**src/rtl/npc_unit.sv**
```systemverilog
// Next-PC unit: selects the next fetch address from the D-stage control
// transfer, keeps the fetch PC register, a sticky misaligned-fetch flag and a
// saturating count of accepted redirects.
module npc_unit (
  input  logic        clk,
  input  logic        reset,
  input  logic        stall,
  input  logic [31:0] d_pc,
  input  logic [2:0]  npc_op,
  input  logic        b_j,
  input  logic [25:0] imm26,
  input  logic [31:0] rs_d,
  output logic [31:0] f_pc,
  output logic [31:0] npc,
  output logic [31:0] d_link,
  output logic        redirect,
  output logic        adel_f,
  output logic [15:0] taken_cnt
);

  // D-stage control transfer encodings; 4-7 are reserved and behave as seq.
  typedef enum logic [2:0] {
    OP_SEQ    = 3'd0,
    OP_BRANCH = 3'd1,
    OP_JUMP   = 3'd2,
    OP_JR     = 3'd3
  } npc_op_e;

  localparam logic [31:0] RESET_PC = 32'h0000_3000;
  localparam logic [15:0] CNT_MAX  = 16'hFFFF;

  npc_op_e     op;
  logic [31:0] f_pc_plus4;
  logic [31:0] d_pc_plus4;
  logic [31:0] br_offset;
  logic [31:0] br_target;
  logic [31:0] j_target;

  assign op         = npc_op_e'(npc_op);
  assign f_pc_plus4 = f_pc + 32'd4;
  assign d_pc_plus4 = d_pc + 32'd4;
  // Sign-extended imm16 scaled to a word offset; the sum wraps modulo 2^32.
  assign br_offset  = {{14{imm26[15]}}, imm26[15:0], 2'b00};
  assign br_target  = d_pc_plus4 + br_offset;
  assign j_target   = {d_pc_plus4[31:28], imm26, 2'b00};
  assign d_link     = d_pc + 32'd8;

  // Next-PC mux and redirect flag, evaluated every cycle regardless of stall.
  always_comb begin
    // NOTE: defaults first so every path assigns both outputs and no latch is inferred.
    npc      = f_pc_plus4;
    redirect = 1'b0;
    case (op)
      OP_BRANCH: begin
        if (b_j) begin
          npc      = br_target;
          redirect = 1'b1;
        end
      end
      OP_JUMP: begin
        npc      = j_target;
        redirect = 1'b1;
      end
      OP_JR: begin
        npc      = rs_d;
        redirect = 1'b1;
      end
      default: ;
    endcase
  end

  // Fetch PC, sticky misalignment flag and redirect counter; all frozen on stall.
  always_ff @(posedge clk or posedge reset) begin
    if (reset) begin
      // NOTE: sequential state uses non-blocking assignments so every register samples pre-edge values.
      f_pc      <= RESET_PC;
      adel_f    <= 1'b0;
      taken_cnt <= '0;
    end else if (!stall) begin
      // A misaligned target is still loaded as-is; the flag reports it downstream.
      f_pc <= npc;
      if (npc[1:0] != 2'b00) adel_f <= 1'b1;
      if (redirect && (taken_cnt != CNT_MAX)) taken_cnt <= taken_cnt + 16'd1;
    end
  end

endmodule

```
**config.mk**
```make
export PLATFORM = sky130hd
export DESIGN_NAME = npc_unit
export DESIGN_NICKNAME = d
export VERILOG_FILES = /design/src/rtl/npc_unit.sv
export SDC_FILE = /design/constraint.sdc
export NUM_CORES = 1
export LEC_CHECK = 0
export BUFFER_PORTS_ARGS = -buffer_cell sky130_fd_sc_hd__buf_4
export CORE_ASPECT_RATIO = 1.4
export CORE_MARGIN = 2
export CORE_UTILIZATION = 54
export CTS_BUF_LIST = sky130_fd_sc_hd__clkbuf_2 sky130_fd_sc_hd__clkbuf_4 sky130_fd_sc_hd__clkbuf_8
export DETAILED_ROUTE_END_ITERATION = 7
export PLACE_DENSITY = 0.92
export SYNTH_ARGS = -nofsm -noshare
export SYNTH_HDL_FRONTEND = slang
export SYNTH_SLANG_ARGS = --single-unit
```
**constraint.sdc**
```tcl
create_clock -name clk -period 8.83 [get_ports clk]
set_input_delay 2.2075 -clock clk [delete_from_list [all_inputs] [get_ports clk]]
set_output_delay 2.2075 -clock clk [all_outputs]
set_load 0.02 [all_outputs]
```
==> results.txt <==
The width of the die is 98.1 microns, and the area growth from synthesis to layout is 25.0%. A synthesized cell averages 7.71 sq um. For the critical path data arrival time, the log shows 6.14 ns.

Cell at the root of the clock tree: clkbuf_8. Measured on the finished design, the core utilization comes to 68.7%. Setup slack on the critical path of the routed design comes to 0.487 ns. Measured against the total synthesized area, the mux share comes to 7.60%.

The tools report the count of cells resized by post-cts repair as 0. The routed design has 22.6 mm of wire. The number of max-cap violations is 0, and the maximum level of the CTS H-tree is 2. Cell class contributing the biggest share of worst-path delay: simple AND/OR/NAND/NOR gates.

The via count of the first global-routing pass was 7371. The number of different library cells used by synthesis comes to 84. The critical path is of the input pin to output pin type.

Buffers inserted to repair hold after CTS numbered 0. For this run, the number of Yosys warnings is 0. The critical path goes through buf_4 -> ha_1 -> and3_1 -> and3_1 -> nand2_1 -> nor2_1 -> and3_1 -> nand2_1 -> xnor2_1 -> ha_1 -> a21oi_1 -> o21ai_0 -> inv_1 -> o221ai_1 -> mux2i_1 -> nor2_1 -> o211a_1 -> a221oi_1 -> buf_4. The global placement routability congestion is 0.979, and the post-layout total power is 1.29 mW. The clock drives 49 sinks. For the fraction of the yosys area taken by sequential cells, the log shows 18.3%. The tightest min-delay check is of the flip-flop to flip-flop type. Row generation in the floorplan step produced 48 rows. Post-detailed-route via-to-cell ratio: 6.26. The run gives 0 as the initial antenna violation count. Dividing the detail-routed wire length by the instance count gives 19.0 microns.

The count of input and output buffers was 210. The synthesized netlist devotes 25.8% of its cell area to simple gates. The buffer levels on the longest clock path was 2; the critical path's largest stage delay was 0.49 ns.

The logs give 32.8% for the overall track demand over capacity in global routing and 3.89 nW for the static leakage. The count of nets left with antenna violations once routing finished came out at 0. The floorplan step defined a core boundary enclosing 12200 sq um. Setup repair after global routing left no endpoint under its margin. For the finished layout, the period the worst path requires is 8.34 ns. Power spread over the standard cell area amounts to 154 nW/um^2. At the pin with the least slew margin, the transition time is 1.06 ns.

The first detailed-routing pass took 7 iterations. TritonCTS built the clock tree. Final HPWL from detailed placement: 18.0 mm. The peak supply drop was 0.164 mV; the post-CTS clock slew at the launch and capture registers of the worst setup and hold paths was 0.10 ns. Along the worst path, the maximum fanout reaches 9. The synthesized netlist occupies a cell area of 6700 sq um. Worst reg2reg path startpoint: f_pc[12]. Once the floorplan was initialized, standard cells occupied 54.9% of the core.

The adder-cell area share of the yosys netlist is 7.58%, and the worst clock skew is 0.00793 ns. The run gives 13300 sq um as the total die area. The worst setup path is captured at an output pin. The combined buffer and inverter count along the critical path works out to 3.

The total count of hold-check failures in the final report is 0, and the number of CTS-inserted buffers is 5. For flop-to-flop paths, the worst setup slack is 6.08 ns. The fmax was 120 MHz.

In this run, synthesis inferred 0 flip-flops with an integrated enable. Summed over all layers, the global routing overflow is 0. The post-synthesis compound-gate area fraction is 21.3%, and the layout cell share with drive strength beyond 1 is 26.5%.

The worst hold path begins at taken_cnt[13]. For this run, asynchronously set or reset flops after synthesis account for 100%. The number of fillers in the final layout is 1027. Counting stages on the worst path, the most repeated cell is and3_1. Setup violations remaining at the end of the flow were counted as 0. The cell depth of the worst min-delay path was 1; the later-pin clock latency in the skew report was 0.32 ns. The most used flip-flop cell after synthesis is dfrtp_1. The path with the worst hold slack has its endpoint at taken_cnt[13]. The run gives 0.604 ns as the worst setup timing slack at the placement stage. The run finished with clean final reports. The tools report the startpoint type of the worst setup path as an input pin. The detailed router finished its first iteration with 564 violations.

Worst flop-to-flop path endpoint: f_pc[21]. The diode insertion count for antenna repair came out at 0. The post-route fraction of the period consumed by the critical path was 94.5%. For this run, design rule violations remaining after detail routing come to 0. The die extent in y was 136 microns.

The first global-routing pass estimated 35.5 mm of wire. The tools report the data required time of the critical path as 6.62 ns. For the number of standard cells after synthesis, the log shows 869.

When the netlist entered floorplanning its net count stood at 1006. Worst slew slack as a fraction of its limit: 29.4%. The depth of the worst register-to-register path is 8. After synthesis, the largest family of logic cells by area is simple AND/OR/NAND/NOR gates. Entering global routing, the biggest net connects 50 pins. The post-CTS repair timing setup buffer count was 0.

The setup TNS after final layout is 0 ns, and the number of storage elements in the synthesis netlist is 49. The run gives 7464 as the number of vias after detailed routing. 211 I/O pins were placed. The xor and xnor fraction of the mapped netlist area was 15.1%; the layout net count was 1178.

The tools report the final max-slew violation count as 0. Critical path's slowest cell: ha_1.
## cells by family (layout without fill, tap and decap cells)
logic type	after synthesis	in the layout
AND/OR/NAND/NOR	348	348
AO/OA/AOI/OAI	207	207
XOR/XNOR	114	114
buffers and inverters	64	237
flip-flops	49	49
multiplexers	47	47
adder cells (fa/ha/maj)	40	40
## layer usage
layer	global-route usage, %	routed length, microns	vias up
li1	-	-	3492
met2	59.4	11600	402
met5	0	0	-
met3	4.49	1710	97
met4	19.7	1430	0
met1	36.2	7850	3473
## how the worst max path moves through the flow
stage	endpoint	slack, ns	depth (start not counted)	from
6_report	npc[30]	0.49	19	d_pc[3]
3_5_place_dp	npc[30]	0.60	19	d_pc[3]
5_1_grt	npc[30]	0.13	19	d_pc[3]
3_3_place_gp	npc[30]	0.72	19	d_pc[3]
4_1_cts	npc[30]	0.59	19	d_pc[3]
2_1_floorplan	npc[25]	1.07	16	d_pc[3]
## state kept, by name (all words and copies together) (netlist names)
signal / count
adel_f: 1
f_pc: 32
taken_cnt: 16
## stage by stage
stage               instances  area [sq um]  hold slack (ns)
finish                   1192          8370            0.491
global route             1192          8370            0.512
CTS                      1192          8370            0.495
detailed placement       1184          8260            0.477
global placement         1184          8260            0.461
floorplan                 869          6700            0.582
## worst reg2reg max path, stage by stage (launching register included)
cell       delay, ns
dfstp_2         0.61
nand4_1         0.16
or4_4           0.56
nor2_4          0.22
nand3_1         0.14
xnor2_1         0.29
nor2_1          0.11
a2111oi_0       0.46
a211o_1         0.17
## power by group
group	total, mW	internal [mW]	switching, mW
combinational	0.751	0.328	0.423
clock	0.171	0.0851	0.0860
sequential	0.365	0.280	0.0858
## cells in the final DEF (no fill, tap or decap), types with 8 or more instances in the layout
cell	count
buf_4	212
nand2_1	108
nor2_1	84
a21oi_1	58
xor2_1	57
xnor2_1	56
dfrtp_1	47
o21ai_0	42
ha_1	39
nand3_1	34
mux2_2	27
and3_1	21
nand4_1	20
mux2i_1	19
inv_1	16
a21o_1	15
nand2b_1	14
nor3_1	12
and4_1	11
a31oi_1	8
o31ai_1	8
and2_1	8
## cells in the mapped netlist (3+ instances only)
cell / n / area share, %
a211o_1: 3 / 0.39
a211oi_1: 5 / 0.56
a21o_1: 15 / 1.7
a21oi_1: 58 / 4.3
a22oi_1: 3 / 0.34
a31oi_1: 8 / 0.75
a32oi_1: 4 / 0.52
and2_1: 8 / 0.75
and3_1: 21 / 2.0
and4_1: 11 / 1.4
buf_1: 6 / 0.34
buf_2: 13 / 0.97
buf_4: 4 / 0.45
clkbuf_1: 23 / 1.3
dfrtp_1: 47 / 18
ha_1: 39 / 7.3
inv_1: 17 / 0.95
mux2_2: 27 / 4.5
mux2i_1: 19 / 2.8
nand2_1: 108 / 6.1
nand2b_1: 14 / 1.3
nand3_1: 34 / 2.5
nand4_1: 20 / 1.9
nor2_1: 84 / 4.7
nor2b_1: 6 / 0.56
nor3_1: 12 / 0.90
nor4_1: 5 / 0.47
o21a_1: 6 / 0.67
o21ai_0: 42 / 3.1
o221ai_1: 6 / 0.78
o22ai_1: 5 / 0.47
o31a_1: 4 / 0.52
o31ai_1: 8 / 0.90
o32a_1: 3 / 0.45
or2_2: 4 / 0.37
or3_1: 3 / 0.28
xnor2_1: 56 / 7.3
xor2_1: 57 / 7.5
## cell type report
cell class	instances	area, sq um	area share (%)
clock inverters	3	43.8	0.523
well taps	150	188	2.24
flip-flops and latches	49	1230	14.7
inverters	17	63.8	0.762
clock buffers	5	68.8	0.822
multi-input cells	756	5190	62.0
repair buffers	212	1590	19.0
Note: power is estimated with default switching activity, not from simulation.
